<file path="src/rtl/seq_detector_param.sv">
`default_nettype none
// ============================================================================
// Module   : seq_detector_param
// Purpose  : Parametrised serial bit-pattern detector. Shifts enabled bits of
//            a serial stream into a history register and pulses dout when the
//            last PAT_W enabled bits equal a run-time loadable pattern.
//            Supports overlapping / non-overlapping detection and keeps a
//            saturating match counter with a sticky saturation flag.
// Ports    : clk       - clock, rising edge
//            rst       - asynchronous active-high reset
//            en        - din qualifier (bit sampled only when en=1)
//            din       - serial data bit
//            load      - load pat_in into the pattern register
//            pat_in    - new pattern value (MSB is the oldest bit)
//            overlap   - 1 = overlapping detection, 0 = non-overlapping
//            clr_cnt   - synchronous clear of match_cnt / cnt_sat
//            dout      - registered one-cycle match pulse
//            match_cnt - saturating match counter
//            cnt_sat   - sticky flag, set on a match while counter is full
// Revision : 1.0 - initial release
// ============================================================================
module seq_detector_param #(
  parameter int               PAT_W   = 4,
  parameter int               CNT_W   = 8,
  parameter logic [PAT_W-1:0] RST_PAT = 4'b1011
) (
  input  logic             clk,
  input  logic             rst,
  input  logic             en,
  input  logic             din,
  input  logic             load,
  input  logic [PAT_W-1:0] pat_in,
  input  logic             overlap,
  input  logic             clr_cnt,
  output logic             dout,
  output logic [CNT_W-1:0] match_cnt,
  output logic             cnt_sat
);

  localparam int               c_FILL_W  = $clog2(PAT_W + 1);
  localparam logic [c_FILL_W-1:0] c_FULL = c_FILL_W'(PAT_W);
  localparam logic [CNT_W-1:0] c_CNT_MAX = {CNT_W{1'b1}};

  // ARMED means the history holds PAT_W valid bits; IDLE means it is filling.
  typedef enum logic [0:0] {
    IDLE  = 1'b0,
    ARMED = 1'b1
  } state_t;

  state_t              r_state;
  state_t              w_state_nxt;
  logic [PAT_W-1:0]    r_pat;
  logic [PAT_W-1:0]    r_hist;
  logic [PAT_W-1:0]    w_hist_nxt;
  logic [PAT_W-1:0]    w_shift;
  logic [c_FILL_W-1:0] r_fill;
  logic [c_FILL_W-1:0] w_fill_nxt;
  logic [c_FILL_W-1:0] w_fill_inc;
  logic                r_dout;
  logic                w_dout_nxt;
  logic                w_hit;
  logic [CNT_W-1:0]    r_cnt;
  logic                r_sat;

  // --------------------------------------------------------------------------
  // State / history / fill registers
  // --------------------------------------------------------------------------
  always_ff @(posedge clk or posedge rst) begin
    if (rst) begin
      r_state <= IDLE;
      r_hist  <= '0;
      r_fill  <= '0;
      r_dout  <= 1'b0;
    end else begin
      r_state <= w_state_nxt;
      r_hist  <= w_hist_nxt;
      r_fill  <= w_fill_nxt;
      r_dout  <= w_dout_nxt;
    end
  end

  // --------------------------------------------------------------------------
  // Next-state and match logic
  // --------------------------------------------------------------------------
  always_comb begin
    w_state_nxt = r_state;
    w_hist_nxt  = r_hist;
    w_fill_nxt  = r_fill;
    w_dout_nxt  = 1'b0;
    w_hit       = 1'b0;
    w_shift     = {r_hist[PAT_W-2:0], din};
    // Fill saturates at PAT_W; once ARMED the count is pinned at full.
    w_fill_inc  = (r_state == ARMED) ? c_FULL : (r_fill + c_FILL_W'(1));

    if (load) begin
      // A new pattern invalidates any partial progress.
      w_hist_nxt  = '0;
      w_fill_nxt  = '0;
      w_state_nxt = IDLE;
    end else if (en) begin
      w_hist_nxt = w_shift;
      w_hit      = (w_fill_inc == c_FULL) && (w_shift == r_pat);
      w_dout_nxt = w_hit;
      // Non-overlapping: keep the bits but mark them stale so the next
      // match needs PAT_W fresh bits.
      if (w_hit && !overlap) begin
        w_fill_nxt = '0;
      end else begin
        w_fill_nxt = w_fill_inc;
      end
      w_state_nxt = (w_fill_nxt == c_FULL) ? ARMED : IDLE;
    end
  end

  // --------------------------------------------------------------------------
  // Pattern register
  // --------------------------------------------------------------------------
  always_ff @(posedge clk or posedge rst) begin
    if (rst) begin
      r_pat <= RST_PAT;
    end else if (load) begin
      r_pat <= pat_in;
    end
  end

  // --------------------------------------------------------------------------
  // Saturating match counter; a clear beats a coincident hit.
  // --------------------------------------------------------------------------
  always_ff @(posedge clk or posedge rst) begin
    if (rst) begin
      r_cnt <= '0;
      r_sat <= 1'b0;
    end else if (clr_cnt) begin
      r_cnt <= '0;
      r_sat <= 1'b0;
    end else if (w_hit) begin
      if (r_cnt != c_CNT_MAX) begin
        r_cnt <= r_cnt + CNT_W'(1);
      end else begin
        r_sat <= 1'b1;
      end
    end
  end

  assign dout      = r_dout;
  assign match_cnt = r_cnt;
  assign cnt_sat   = r_sat;

endmodule
`default_nettype wire

</file>
<file path="config.mk">
export PLATFORM = sky130hd
export DESIGN_NAME = seq_detector_param
export DESIGN_NICKNAME = d
export VERILOG_FILES = /design/src/rtl/seq_detector_param.sv
export SDC_FILE = /design/constraint.sdc
export NUM_CORES = 1
export LEC_CHECK = 0
export CELL_PAD_IN_SITES_DETAIL_PLACEMENT = 0
export CELL_PAD_IN_SITES_GLOBAL_PLACEMENT = 1
export CORE_MARGIN = 4
export CORE_UTILIZATION = 38
export CTS_CLUSTER_DIAMETER = 150
export CTS_CLUSTER_SIZE = 8
export DETAILED_ROUTE_END_ITERATION = 7
export GPL_ROUTABILITY_DRIVEN = 1
export PLACE_DENSITY_LB_ADDON = 0.1
export SETUP_SLACK_MARGIN = 0.15
export SKIP_LAST_GASP = 1
export SLEW_MARGIN = 10
export SYNTH_ARGS = -nofsm -noshare
export SYNTH_HDL_FRONTEND = slang
export SYNTH_SLANG_ARGS = --single-unit
</file>
<file path="constraint.sdc">
create_clock -name clk -period 2.6 [get_ports clk]
set_clock_uncertainty 0.15 [all_clocks]
set_input_delay 0.39 -clock clk [delete_from_list [all_inputs] [get_ports clk]]
set_output_delay 0.39 -clock clk [all_outputs]
set_load 0.02 [all_outputs]
</file>
==> flow_metrics.env <==
export IMPL_status="complete, no violations"
export IMPL_p_seq_share_pct=61.0
export IMPL_synth_cell_types=30
export IMPL_via_per_inst=5.314
export IMPL_period_needed_ns=2.372
export IMPL_cts_root_buffer="clkbuf_4"
export IMPL_relSlewSlack_pct=50.69
export IMPL_post_route_period_util_pct=91.21
export IMPL_worstPathArrival_ns=2.40
export IMPL_peakVddDrop_mv=0.4288
export IMPL_clk_latency_ns=0.30
export IMPL_p_leak_nw=0.5636
export IMPL_final_area_um2=1379
export IMPL_n_fill_cell=249
export IMPL_max_cap_viol_count=0
export IMPL_antenna_left=0
export IMPL_use_met3_pct=4.468
export IMPL_ys_seq_area_share_pct=50.30
export IMPL_antenna_found_initial=0
export IMPL_use_met1_pct=18.45
export IMPL_fin_cells=156
export IMPL_p_per_area_nw_per_um2=413.9
export IMPL_grt_pass1_wl_um=3657
export IMPL_drcViolationCount=0
export IMPL_place_gp_congestion=0.7508
export IMPL_ys_ff_latch=21
export IMPL_comb_power_share_pct=12.3
export IMPL_fp_coreArea_um2=2567
export IMPL_layout_drive_gt1_share_pct=23.02
export IMPL_dr_total_vias=829
export IMPL_hp_class="primary input to async pin"
export IMPL_finalHoldViolCount=0
export IMPL_clkPwrFrac_pct=26.7
export IMPL_initial_utilization_pct=40.98
export IMPL_wire_per_inst_um=14.03
export IMPL_grt_pass1_vias=792
export IMPL_max_clock_path_buffers=2
export IMPL_worst_setup_path_start_kind="flop"
export IMPL_setup_viol=0
export IMPL_grt_max_degree=22
export IMPL_power_share_switching_pct=23.01
export IMPL_rows=18
export IMPL_path_clk_slew_ns=0.11
export IMPL_endpoint_kind="flop"
export IMPL_htreeDepth=1
export IMPL_rsz0062_at_grt="no"
export IMPL_worstMarginPinSlew_ns=0.7369
export IMPL_grt_use_met2_pct=20.61
export IMPL_power_switching_w=0.0001313
export IMPL_clock_sinks=21
export IMPL_p_int_w=0.0004393
export IMPL_track_usage_pct=13.24
export IMPL_syn_inst=100
export IMPL_syn_area_um2=1052
export IMPL_drt_iter0_drc=25
export IMPL_die_area_um2=3675
export IMPL_dp_hpwl_um=1500
export IMPL_postPlaceCellArea_um2=1279
export IMPL_pin_count=21
export IMPL_grt_busiest_layer="met2"
export IMPL_path_class="flop to flop"
export IMPL_yosysWarnings=0
export IMPL_chipHeight_um=60.62
export IMPL_cts_buffers=3
export IMPL_overflow=0
export IMPL_maxSlewViolCount=0
export IMPL_wl_um=2189
export IMPL_synth_nets=113
export IMPL_drtPass1Iterations=4
export IMPL_area_growth_syn_to_layout_pct=31.03
export IMPL_crit_required_ns=2.62
export IMPL_ctsHoldBuffers=0
export IMPL_fin_setup_tns_ns=0
export IMPL_port_buffers=20
export IMPL_syn_avg_cell_area_um2=10.52
export IMPL_placed_cells=148
export IMPL_die_w_um=60.62
export IMPL_antenna_cells=0
export IMPL_critPathMaxFanout=7
export IMPL_cts_tree="done"
export IMPL_nets=140
export IMPL_max_freq_ghz=0.4217
==> per-stage QoR <==
step	total power, W	util (%)	hold WS [ns]	setup WS (ns)
after global placement	0.0004201	49.81	0.3370	0.06979
final	0.0005707	53.70	0.2576	0.2285
after global routing	0.0006005	53.70	0.2806	0.1484
after CTS	0.0005788	52.00	0.2582	0.1396
after detailed placement	0.0004222	49.81	0.3536	0.02840
after floorplan	0.0003944	-	0.2143	0.3236
==> metal layers <==
layer	wire length (µm)	part of all wire (%)	vias up
met5	0	0	-
met4	15	0.69	0
met3	107	4.9	2
met2	1027	47	16
met1	1039	47	399
li1	-	-	412
==> layout by cell type, fill, tap and decap left out <==
master and instances:
nor4_1 2, and2b_1 1, a31oi_1 1, nor2_2 1
nand2_1 4, nand2b_1 3, a21oi_1 6, nand3_1 2
clkbuf_4 3, nand4_1 1, or4_1 1, o21ai_1 1
dfrtp_1 18, mux2i_1 5, nor2_1 8, a211oi_1 2
nand3b_1 1, buf_6 2, ha_1 2, clkdlybuf4s50_1 20
o21ai_2 1, mux2_2 4, o21ai_0 3, or3_1 3
o32ai_1 1, xnor2_1 3, dfstp_2 3, a21oi_2 3
buf_4 5, and2b_2 1, xor2_1 2, o31ai_2 1
o31ai_1 3, or4_4 3, or3_4 1, or2_2 1
inv_1 3, clkbuf_1 1
==> power groups by stage <==
stage                     logic (W)  clock network (W)  registers [W]
after global placement    0.0000651                  0       0.000355
final                     0.0000700           0.000152       0.000348
after detailed placement  0.0000666                  0       0.000356
after CTS                 0.0000694           0.000161       0.000349
after global routing      0.0000782           0.000172       0.000350
after floorplan           0.0000413                  0       0.000353
==> flip-flops by register name, summed over array words and instances, names as in the netlist <==
signal / count
cnt_sat: 1
dout: 1
match_cnt: 8
r_fill: 3
r_hist: 3
r_pat: 4
r_state: 1
==> worst paths after layout <==
kind / cells after the start / endpoint / from / slack, ns
max: 8 / match_cnt[2] / r_fill[0] / 0.23
max in group asynchronous: 3 / r_pat[1] / rst / 1.77
max reg2reg: 8 / match_cnt[2] / r_fill[0] / 0.23
min in group clk: 2 / cnt_sat / cnt_sat / 0.37
min: 3 / match_cnt[3] / rst / 0.26
min reg2reg: 2 / cnt_sat / cnt_sat / 0.37
==> layout make-up <==
type | instances | area, µm² | area share (%)
clock buffer | 4 | 26.28 | 1.906
inverter | 3 | 11.26 | 0.8167
multi-input combinational | 71 | 514.2 | 37.30
sequential | 21 | 529.3 | 38.38
tap | 30 | 37.54 | 2.722
timing repair buffer | 27 | 260.3 | 18.87
==> logic make-up (layout without fill, tap and decap cells) <==
group,after synthesis,after routing,synth area share (%)
AND/OR/NAND/NOR,33,33,17.48
AO/OA/AOI/OAI,22,22,12.37
flip-flops,21,21,50.30
multiplexers,9,9,9.037
buffers and inverters,8,34,4.280
XOR/XNOR,5,5,4.162
adder cells (fa/ha/maj),2,2,2.378
==> repair_timing <==
action,in CTS,in global routing
pin swaps,4,5
endpoints found under the setup margin,2,8
buffers inserted,4,0
resized for setup,2,12
==> cells in the mapped netlist (all sizes together) <==
cell | n | area, µm²
or4 | 4 | 33.78
ha | 2 | 25.02
dfrtp | 18 | 450.4
nand3b | 1 | 7.510
nand2 | 4 | 15.01
nand4 | 1 | 6.260
nor4 | 2 | 12.51
clkbuf | 2 | 7.510
o31ai | 4 | 30.03
nand3 | 2 | 10.01
mux2 | 4 | 45.04
nand2b | 3 | 18.77
xnor2 | 3 | 26.28
xor2 | 2 | 17.52
mux2i | 5 | 50.05
nor2 | 9 | 33.78
a31oi | 1 | 6.260
or3 | 4 | 25.02
dfstp | 3 | 78.83
o21ai | 5 | 25.02
and2b | 2 | 15.01
inv | 3 | 11.26
buf | 3 | 26.27
or2 | 1 | 6.260
a21oi | 9 | 45.04
a211oi | 2 | 15.01
o32ai | 1 | 8.760
==> worst max-delay path, stage by stage (launching register included) <==
cell and delay [ns]:
dfrtp_1 0.40, ha_1 0.31, and2b_2 0.24, o21ai_2 0.06, or4_4 0.55, buf_6 0.17
buf_4 0.13, o21ai_0 0.16, a21oi_1 0.08
No activity file was read; power rests on OpenSTA's default activity.
